===== config.mk =====
export PLATFORM = sky130hd
export DESIGN_NAME = uart_rx_flat
export DESIGN_NICKNAME = d
export VERILOG_FILES = /design/src/rtl/uart_rx_if.sv /design/src/rtl/uart_rx.sv /design/src/flat_wrapper.sv
export SDC_FILE = /design/constraint.sdc
export NUM_CORES = 1
export LEC_CHECK = 0
export CAP_MARGIN = 20
export CORE_ASPECT_RATIO = 0.8
export CORE_MARGIN = 2
export CORE_UTILIZATION = 40
export CTS_CLUSTER_SIZE = 8
export DETAILED_ROUTE_END_ITERATION = 8
export SLEW_MARGIN = 20
export SYNTH_ARGS = -nofsm -noshare
export SYNTH_HDL_FRONTEND = slang
export SYNTH_SLANG_ARGS = --single-unit

===== constraint.sdc =====
create_clock -name clk -period 7.2 [get_ports clk]
set_input_delay 1.08 -clock clk [delete_from_list [all_inputs] [get_ports clk]]
set_output_delay 1.08 -clock clk [all_outputs]
set_load 0.005 [all_outputs]

===== src/rtl/uart_rx_if.sv =====
// uart_rx_if: valid/ready byte stream carrying received bytes out of the FIFO
interface uart_rx_if;
  logic [7:0] data;
  logic valid;
  logic ready;
  modport master(output data, valid, input ready);
  modport slave(input data, valid, output ready);
endinterface


===== src/rtl/uart_rx.sv =====
// uart_rx: 8N1 receiver with mid-bit sampling and a first-word-fall-through FIFO
module uart_rx #(
  parameter int CLK_FREQ = 24_000_000,
  parameter int UART_BOUD_RATE = 9600,
  parameter int FIFO_DEPTH_LOG2 = 4
) (
  input  logic clk,
  input  logic rst_n,
  input  logic rx_pin,
  uart_rx_if.master bus,
  output logic framing_error,
  output logic overflow,
  output logic [FIFO_DEPTH_LOG2:0] fifo_count
);
  localparam int UART_CYCLE = CLK_FREQ / UART_BOUD_RATE;
  localparam int HALF = UART_CYCLE / 2;
  localparam int CW = UART_CYCLE > 2 ? $clog2(UART_CYCLE) : 1;
  localparam int DEPTH = 1 << FIFO_DEPTH_LOG2;
  typedef enum logic [2:0] {IDLE, START, DATA, STOP, BRK} state_t;
  state_t state;
  logic s1, rx_s, bit_end, push, pop, full, wr;
  logic [CW-1:0] cnt;
  logic [2:0] idx;
  logic [7:0] sr;
  logic [7:0] mem [DEPTH];
  logic [FIFO_DEPTH_LOG2-1:0] wp, rp;
  assign bit_end = cnt == CW'(UART_CYCLE - 1);
  assign push = state == STOP && bit_end && rx_s;
  assign pop = bus.valid && bus.ready;
  assign full = fifo_count == (FIFO_DEPTH_LOG2 + 1)'(DEPTH);
  assign wr = push && (!full || pop);
  assign bus.valid = fifo_count != '0;
  assign bus.data = bus.valid ? mem[rp] : '0;
  always_ff @(posedge clk or negedge rst_n)
    if (!rst_n) {rx_s, s1} <= 2'b11;
    else {rx_s, s1} <= {s1, rx_pin};
  always_ff @(posedge clk or negedge rst_n) begin
    if (!rst_n) begin
      state <= IDLE;
      cnt <= '0;
      idx <= '0;
      sr <= '0;
      framing_error <= 1'b0;
    end else begin
      framing_error <= 1'b0;
      case (state)
        IDLE: if (!rx_s) begin
          state <= START;
          cnt <= '0;
        end
        START: if (cnt == CW'(HALF)) begin
          cnt <= '0;
          idx <= '0;
          state <= rx_s ? IDLE : DATA;
        end else cnt <= cnt + CW'(1);
        DATA: if (bit_end) begin
          cnt <= '0;
          sr <= {rx_s, sr[7:1]};
          idx <= idx + 3'd1;
          if (idx == 3'd7) state <= STOP;
        end else cnt <= cnt + CW'(1);
        STOP: if (bit_end) begin
          cnt <= '0;
          state <= rx_s ? IDLE : BRK;
          framing_error <= !rx_s;
        end else cnt <= cnt + CW'(1);
        BRK: if (rx_s) state <= IDLE;
        default: state <= IDLE;
      endcase
    end
  end
  always_ff @(posedge clk)
    if (wr) mem[wp] <= sr;
  always_ff @(posedge clk or negedge rst_n) begin
    if (!rst_n) begin
      wp <= '0;
      rp <= '0;
      fifo_count <= '0;
      overflow <= 1'b0;
    end else begin
      overflow <= push && full && !pop;
      if (wr) wp <= wp + 1'b1;
      if (pop) rp <= rp + 1'b1;
      fifo_count <= fifo_count + (FIFO_DEPTH_LOG2 + 1)'(wr) - (FIFO_DEPTH_LOG2 + 1)'(pop);
    end
  end
endmodule


===== src/flat_wrapper.sv =====
// flat-port wrapper written by rule: the top's interface ports become plain ports
module uart_rx_flat 
#(
  parameter int CLK_FREQ = 24_000_000,
  parameter int UART_BOUD_RATE = 9600,
  parameter int FIFO_DEPTH_LOG2 = 4
)
  (clk, rst_n, rx_pin, framing_error, overflow, fifo_count, bus_data, bus_valid, bus_ready);
  uart_rx_if bus_i ();
  input  logic clk;
  input  logic rst_n;
  input  logic rx_pin;
  output logic framing_error;
  output logic overflow;
  output logic [FIFO_DEPTH_LOG2:0] fifo_count;
  output wire logic [$bits(bus_i.data)-1:0] bus_data;
  output wire logic [$bits(bus_i.valid)-1:0] bus_valid;
  input wire logic [$bits(bus_i.ready)-1:0] bus_ready;
  assign bus_data = bus_i.data;
  assign bus_valid = bus_i.valid;
  assign bus_i.ready = bus_ready;
  uart_rx #(.CLK_FREQ(CLK_FREQ), .UART_BOUD_RATE(UART_BOUD_RATE), .FIFO_DEPTH_LOG2(FIFO_DEPTH_LOG2)) u_core (.clk(clk), .rst_n(rst_n), .rx_pin(rx_pin), .bus(bus_i), .framing_error(framing_error), .overflow(overflow), .fifo_count(fifo_count));
endmodule

# After elaboration in Yosys (flattened, before gate mapping)
# Memories as Yosys holds them, arrays and structs flattened.
# Cells that the tools add are included.
dict set report classes {
  eq_ne 14
  muxes 21
  div 0
  magnitude_cmp 0
  shift 0
  addsub 6
  mul 0
  n_reduce_logical 19
  n_bitwise 0
}
# cell n
set ops {}
lappend ops {{12-bit 2-to-1 mux} 3}
lappend ops {{12-bit one-hot mux with 3 select lines} 1}
lappend ops {{3-bit 2-to-1 mux} 9}
lappend ops {{3-bit one-hot mux with 5 select lines} 1}
lappend ops {{12-bit by 1-bit adder with 12-bit output, second input constant} 1}
lappend ops {{12-bit by 11-bit == test with 1-bit output, second input constant} 1}
lappend ops {{12-bit == test, second input constant} 1}
lappend ops {{2-bit by 1-bit inequality test with 1-bit output, second input constant} 5}
lappend ops {{4-bit by 1-bit adder with 4-bit output, second input constant} 2}
lappend ops {{8-bit 2-to-1 mux} 1}
lappend ops {{3-bit by 2-bit == test with 1-bit output, second input constant} 2}
lappend ops {{3-bit == test, second input constant} 2}
lappend ops {{1-bit logical AND} 6}
lappend ops {{3-bit one-hot mux with 2 select lines} 1}
lappend ops {{6-bit AND reduction} 1}
lappend ops {{5-bit by 1-bit adder with 5-bit output} 1}
lappend ops {{5-bit == test, second input constant} 1}
lappend ops {{5-bit nonzero test} 1}
lappend ops {{5-bit by 1-bit subtractor with 5-bit output} 1}
lappend ops {{1-bit 2-to-1 mux} 4}
lappend ops {{2-bit AND reduction} 2}
lappend ops {{3-bit by 1-bit adder with 3-bit output, second input constant} 1}
lappend ops {{3-bit by 1-bit == test with 1-bit output, second input constant} 1}
lappend ops {{1-bit logical NOT} 3}
lappend ops {{other kinds (8)} 8}
dict set report word_totals {
  output_inout_bits 16
  word_cells 72
  ram_bits 128
  romBits 0
  inputBits 4
  latch_bits 0
  ff_bits 43
  memories 1
}
# memory depth word_bits rd rd_clocked_by_memory_dff wr line_no
set mem_list {}
lappend mem_list {u_core.mem 16 8 1 0 1 uart_rx.sv:25} ;# logic [7:0] mem [DEPTH];

# Logic depth before layout (Yosys ltp)
# Gate-level depths: netlist of run 1.
dict set report logic_depth {
  ltp_word 6
  depth_mapped 14
  depth_no_buf 13
}

# Worst setup path before layout of run 1
# No wires, ideal clock.
dict set report synth_path {
  path_kind {reg-to-output}
  start {reg u_core.rp[0]}
  end {out bus_data[0]}
  t_arrival_ns 2.084
  path_slack_ns 4.036
  path_stages_with_launch 6
  required_time_ns 6.120
  path_buffers 2
  path_cell_list {dfrtp_1 > clkbuf_1 > buf_2 > mux4_2 > mux4_2 > nor2b_1}
}
dict set report synth_via {
  elab_chain_cells 2
}
# element line_no
set synth_lines {}
lappend synth_lines {{start: declaration} uart_rx.sv:26} ;# logic [FIFO_DEPTH_LOG2-1:0] wp, rp;
lappend synth_lines {{start signal: assignment} uart_rx.sv:83} ;# if (pop) rp <= rp + 1'b1;
lappend synth_lines {{memory read 16 x 8 bit} --}
lappend synth_lines {{8-bit 2-to-1 mux} uart_rx.sv:33} ;# assign bus.data = bus.valid ? mem[rp] : '0;
lappend synth_lines {{end: declaration} flat_wrapper.sv:16} ;# output wire logic [$bits(bus_i.data)-1:0] bus_data;
# Every way passes these cells.

# Worst setup path after layout of run 1
dict set report layout_path {
  start {reg u_core.rp[0]}
  end {out bus_data[5]}
}
# Same word-level chain as after synthesis.

==> flow_metrics.env, run 1 <==
export IMPL_fmax_mhz=227.7
export IMPL_vias_per_cell=5.388
export IMPL_cts_path_max_buffers=2
export IMPL_holdBufCountCts=0
export IMPL_seq_area_frac_synth_pct=68.54
export IMPL_hold_path_class="reg2reg"
export IMPL_crit_type="reg2out"
export IMPL_die_area_um2=19050
export IMPL_worstSetupStartpointType="register"
export IMPL_nNetsFinal=464
export IMPL_grt_pass1_wl_mm=22.45
export IMPL_clock_latency_ps=420
export IMPL_finalCritPeriodShare_pct=61.01
export IMPL_drtIter0Drc=242
export IMPL_combPwrFrac_pct=14.2
export IMPL_first_global_vias=3828
export IMPL_status="completed"
export IMPL_relSlewSlack_pct=23.52
export IMPL_dieWidth_um=153.8
export IMPL_worst_slew_pin_slew_ps=1143
export IMPL_setup_viol=0
export IMPL_fin_skew_ps=7.532
export IMPL_layout_commonest_cell="edfxtp_1"
export IMPL_hold_viol_final=0
export IMPL_syn2layout_area_growth_pct=14.51
export IMPL_switchingPower_uw=611.7
export IMPL_nFillCells=1452
export IMPL_hpwl_mm=8.751
export IMPL_grt_max_degree=44
export IMPL_cp_max_fo=27
export IMPL_ir_drop_v=0.0001425
export IMPL_grt_overflow=0
export IMPL_arrival_ps=3310
export IMPL_p_leak_nw=3.273
export IMPL_fin_crit_ps=4392
export IMPL_power_density_nw_per_um2=293.3
export IMPL_synthCells=420
export IMPL_holdWs_ps=358.5
export IMPL_gp_congestion=0.7692
export IMPL_multi_input_area_um2=2156
export IMPL_start_util_pct=41.07
export IMPL_yosys_register_bits=171
export IMPL_core_area_um2=17490
export IMPL_tns_ps=0
export IMPL_cts_resized=0
export IMPL_die_h_um=123.9
export IMPL_rsz0062_at_grt="no"
export IMPL_synth_nets=440
export IMPL_ctsHtreeMaxLevel=4
export IMPL_wirelength_mm=14.31
export IMPL_clk_pin_slew_ps=60
export IMPL_drive_gt1_share_pct=22.15
export IMPL_io_pins=20
export IMPL_ys_types=43
export IMPL_final_cell_mix="edfxtp_1, mux4_2, dfrtp_1"
export IMPL_p_int_mw=1.800
export IMPL_dr_pass1_iters=4
export IMPL_instances_no_fill=681
export IMPL_sw_frac_of_total_pct=25.36
export IMPL_rows=43
export IMPL_cts_root_buf="clkbuf_16"
export IMPL_cts_sinks=171
export IMPL_regArea_um2=4923
export IMPL_synth_area_per_cell_um2=17.10
export IMPL_cts_tree="built"
export IMPL_yosys_warnings=0
export IMPL_cts_buffers=17
export IMPL_numPlacedInstances=650
export IMPL_io_buffer_count=19
export IMPL_pwr_share_clk_pct=38.4
export IMPL_vias=3669
export IMPL_grt_usage_pct=16.31
export IMPL_max_cap_violations=0
export IMPL_seqPwrFrac_pct=47.5
export IMPL_critical_path_required_ps=6120
export IMPL_endpoint_kind="primary output"
export IMPL_synth_area_um2=7182
export IMPL_post_cts_buffers=0
export IMPL_ant_nets=0
export IMPL_drc=0
export IMPL_avgRoutedWirePerCell_um=21.01
export IMPL_diodes=0
export IMPL_antenna_found_initial=0
export IMPL_slew_violations=0
cell usage after synthesis (all sizes together):
master	number	area share (%)
edfxtp	128	54
dfrtp	41	14
mux4	40	13
nor2	25	1.3
nand2	18	0.94
nor2b	17	1.5
ha	15	2.6
o21ai	15	1.0
inv	14	0.73
nor3	12	0.84
buf	11	0.77
a22o	10	1.2
mux2	10	1.6
clkbuf	7	0.37
xnor2	7	0.85
a21oi	6	0.42
nand2b	5	0.44
a21o	4	0.42
nand4	4	0.35
and3	3	0.26
nand3	3	0.21
nor4	3	0.47
xor2	3	0.37
and2	2	0.17
dfstp	2	0.73
o31ai	2	0.21
or4	2	0.26
a211o	1	0.12
a21boi	1	0.10
a221o	1	0.14
a22oi	1	0.30
a31oi	1	0.087
and4bb	1	0.17
fa	1	0.28
nand4b	1	0.12
or2	1	0.087
or3	1	0.087
or3b	1	0.12
routing by layer:
layer	vias up	global-route usage (%)	part of all wire [%]
li1	1677	-	-
met1	1903	20.85	45
met2	77	27.84	50
met3	12	3.793	4.4
met4	0	5.666	1.2
met5	-	0	0
flip-flops by register name, indices dropped and copies added, names as in the netlist:
name and flops:
u_core.cnt 12, u_core.fifo_count 5, u_core.framing_error 1, u_core.idx 3, u_core.mem 128, u_core.overflow 1
u_core.rp 4, u_core.rx_s 1, u_core.s1 1, u_core.sr 8, u_core.state 3, u_core.wp 4
power by group through the flow:
stage | clock, mW | combinational [mW] | sequential [mW]
detailed placement | 0 | 0.345 | 1.17
CTS | 0.941 | 0.348 | 1.15
floorplan | 0 | 0.286 | 1.12
global placement | 0 | 0.336 | 1.17
finish | 0.926 | 0.341 | 1.14
global route | 0.983 | 0.375 | 1.15
cell families (layout without fill, tap and decap cells):
family	count (synthesis)	count (layout)	synth area share [%]
compound gates	42	42	4.059
xor+xnor	10	10	1.220
fa+ha+maj	16	16	2.892
buf+inv	32	68	1.864
flops	171	171	68.54
mux	50	50	14.11
simple gates	99	99	7.317
stage by stage:
stage | instance area, µm² | utilization [%] | power (mW) | setup WS [ps]
floorplan | 7182 | - | 1.402 | 4036
global placement | 7611 | 43.53 | 1.503 | 3249
detailed placement | 7629 | 43.63 | 1.514 | 3252
CTS | 8222 | 47.02 | 2.437 | 2764
global route | 8224 | 47.03 | 2.510 | 2670
finish | 8224 | 47.03 | 2.412 | 2808
final cells by class:
class                      instances  area share [%]
clock inverter                    14           2.039
multi-input combinational        217           26.21
tap                              225           3.423
inverter                          14          0.6390
clock buffer                      17           5.173
sequential                       171           59.87
timing repair buffer              23           2.647
path summary, 6_finish.rpt:
path,cells past startpoint,end,from,slack [ps]
min in group asynchronous,1,u_core.cnt[9],rst_n,640
worst max-delay path,5,bus_data[5],u_core.rp[0],2810
worst min-delay path,0,u_core.rx_s,u_core.s1,360
worst max register to register,5,u_core.mem[11][3],u_core.cnt[2],3790
worst min register to register,0,u_core.rx_s,u_core.s1,360
max in group asynchronous,1,u_core.rp[0],rst_n,6110
worst max-delay path, stage by stage, from the launching register on:
cell	delay (ps)
dfrtp_2	550
buf_4	540
mux4_2	590
mux4_2	490
nor2b_1	200
clkdlybuf4s50_1	490
(Power assumes the default switching activity.)
==> run 2, diff against run 1 <==
==> constraint.sdc (replaced) <==
create_clock -name clk -period 4.2 [get_ports clk]
set_input_delay 0.63 -clock clk [delete_from_list [all_inputs] [get_ports clk]]
set_output_delay 0.63 -clock clk [all_outputs]
set_load 0.005 [all_outputs]
==> flow_metrics.env, run 2 (synthesized netlist as in run 1, its figures left out) <==
export IMPL_crit_chain="buf_12, mux4_2, mux4_2, nor2b_1, clkdlybuf4s50_1"
export IMPL_diodes=0
export IMPL_arrival_ps=3010
export IMPL_regMostFlops="u_core.mem"
export IMPL_critical_path_required_ps=3570
export IMPL_vias=3806
export IMPL_first_global_vias=3863
export IMPL_hpwl_mm=9.380
export IMPL_worst_slew_pin_slew_ps=976.2
export IMPL_fin_crit_ps=3639
export IMPL_cts_resized=0
export IMPL_cts_buffers=17
export IMPL_io_pins=20
export IMPL_wirelength_mm=14.69
export IMPL_hold_viol_final=0
export IMPL_dr_pass1_iters=5
export IMPL_grt_pass1_wl_mm=23.05
export IMPL_cts_tree="built"
export IMPL_slew_violations=0
export IMPL_cp_max_fo=23
export IMPL_drive_gt1_share_pct=23.35
export IMPL_holdBufCountCts=0
export IMPL_syn2layout_area_growth_pct=15.78
export IMPL_largest_reg_flops=128
export IMPL_grt_overflow=0
export IMPL_final_cell_mix="edfxtp_1, mux4_2, dfrtp_1"
export IMPL_rsz0062_at_grt="no"
export IMPL_top_regs="u_core.mem: 128 flops, u_core.cnt: 12 flops, u_core.sr: 8 flops"
export IMPL_drc=0
export IMPL_die_area_um2=19050
export IMPL_path_common_cell="mux4_2"
export IMPL_final_area_um2=8315
export IMPL_cts_root_buf="clkbuf_16"
export IMPL_post_cts_buffers=0
export IMPL_max_cap_violations=0
export IMPL_power_density_nw_per_um2=497.4
export IMPL_path_buf_inv=2
export IMPL_tns_ps=0
export IMPL_ant_nets=0
export IMPL_relSlewSlack_pct=34.68
export IMPL_holdWs_ps=200.9
export IMPL_p_leak_nw=3.329
export IMPL_antenna_found_initial=0
export IMPL_drtIter0Drc=412
export IMPL_pwr_share_clk_pct=38.2
export IMPL_crit_path_top_delay_cell="dfrtp_2"
export IMPL_path_delay_family="multiplexers"
export IMPL_fin_skew_ps=7.237
export IMPL_core_area_um2=17490
export IMPL_worstSetupStartpointType="register"
export IMPL_io_buffer_count=19
export IMPL_gp_congestion=0.8001
export IMPL_seqPwrFrac_pct=47.7
export IMPL_start_util_pct=41.07
export IMPL_grt_max_degree=44
export IMPL_dieWidth_um=153.8
export IMPL_fmax_mhz=274.8
export IMPL_crit_type="reg2out"
export IMPL_cts_path_max_buffers=2
export IMPL_switchingPower_mw=1.122
export IMPL_cts_sinks=171
export IMPL_vias_per_cell=5.468
export IMPL_cpPeakStageDelay_ps=650
export IMPL_avgRoutedWirePerCell_um=21.11
export IMPL_clock_latency_ps=420
export IMPL_hold_path_class="in2async"
export IMPL_endpoint_kind="primary output"
export IMPL_sw_frac_of_total_pct=27.12
export IMPL_grt_usage_pct=16.66
export IMPL_ctsHtreeMaxLevel=4
export IMPL_setup_viol=0
export IMPL_rows=43
export IMPL_die_h_um=123.9
export IMPL_p_int_mw=3.014
export IMPL_finalPower_mw=4.136
export IMPL_nNetsFinal=478
export IMPL_status="completed"
export IMPL_clk_pin_slew_ps=70
export IMPL_r2r_slack_ps=990
export IMPL_finalCritPeriodShare_pct=86.65
export IMPL_ir_drop_v=0.0002858
export IMPL_layout_commonest_cell="edfxtp_1"
export IMPL_combPwrFrac_pct=14.1
export IMPL_post_dp_cell_area_um2=7716
==> run 2: cell types whose count changed in the layout (fill, tap and decap cells not counted), sizes merged <==
cell,before,now
clkinv,5,2
clkinvlp,0,2
bufinv,3,1
inv,20,24
buf,5,19
==> run 2: final timing paths <==
check                               from               end  cells past startpoint
min in group clk               u_core.s1       u_core.rx_s                      0
min                                rst_n     u_core.cnt[5]                      1
min reg2reg                    u_core.s1       u_core.rx_s                      0
max                         u_core.rp[0]       bus_data[5]                      5
max in group asynchronous          rst_n      u_core.rp[0]                      1
max reg2reg                u_core.cnt[2]  u_core.mem[6][6]                      5
==> run 2: layout make-up <==
| type | instances | area (µm²) |
|---|---|---|
| Sequential cell | 171 | 4923 |
| Clock buffer | 17 | 425.4 |
| Tap cell | 225 | 281.5 |
| Clock inverter | 15 | 171.4 |
| Timing Repair Buffer | 37 | 335.3 |
| Multi-Input combinational cell | 217 | 2126 |
| Inverter | 14 | 52.55 |
| Fill cell | 1459 | 9170 |
==> run 2: power by group through the flow <==
stage	Sequential, mW	Clock, mW	Combinational, mW
after floorplan	1.91	0	0.490
final	1.97	1.58	0.585
after CTS	1.97	1.61	0.603
after global routing	1.99	1.68	0.651
after detailed placement	2.01	0	0.604
after global placement	2.00	0	0.578
==> run 2: layer usage <==
layer	global-route usage, %	share of wire (%)	wire, µm	up-vias
li1	-	-	-	1703
met1	23.09	47	6848	2008
met2	27.08	48	7098	84
met3	3.688	4.2	613	11
met4	4.439	0.88	129	0
met5	0	0	0	-
==> run 2: through the flow <==
| step | utilization, % | instances | setup WS [ps] |
|---|---|---|---|
| after global placement | 44.13 | 664 | 953.1 |
| after detailed placement | 44.13 | 664 | 948.3 |
| after CTS | 47.54 | 696 | 487.2 |
| final | 47.56 | 696 | 560.7 |
| after floorplan | - | 420 | 1181 |
| after global routing | 47.56 | 696 | 402.7 |
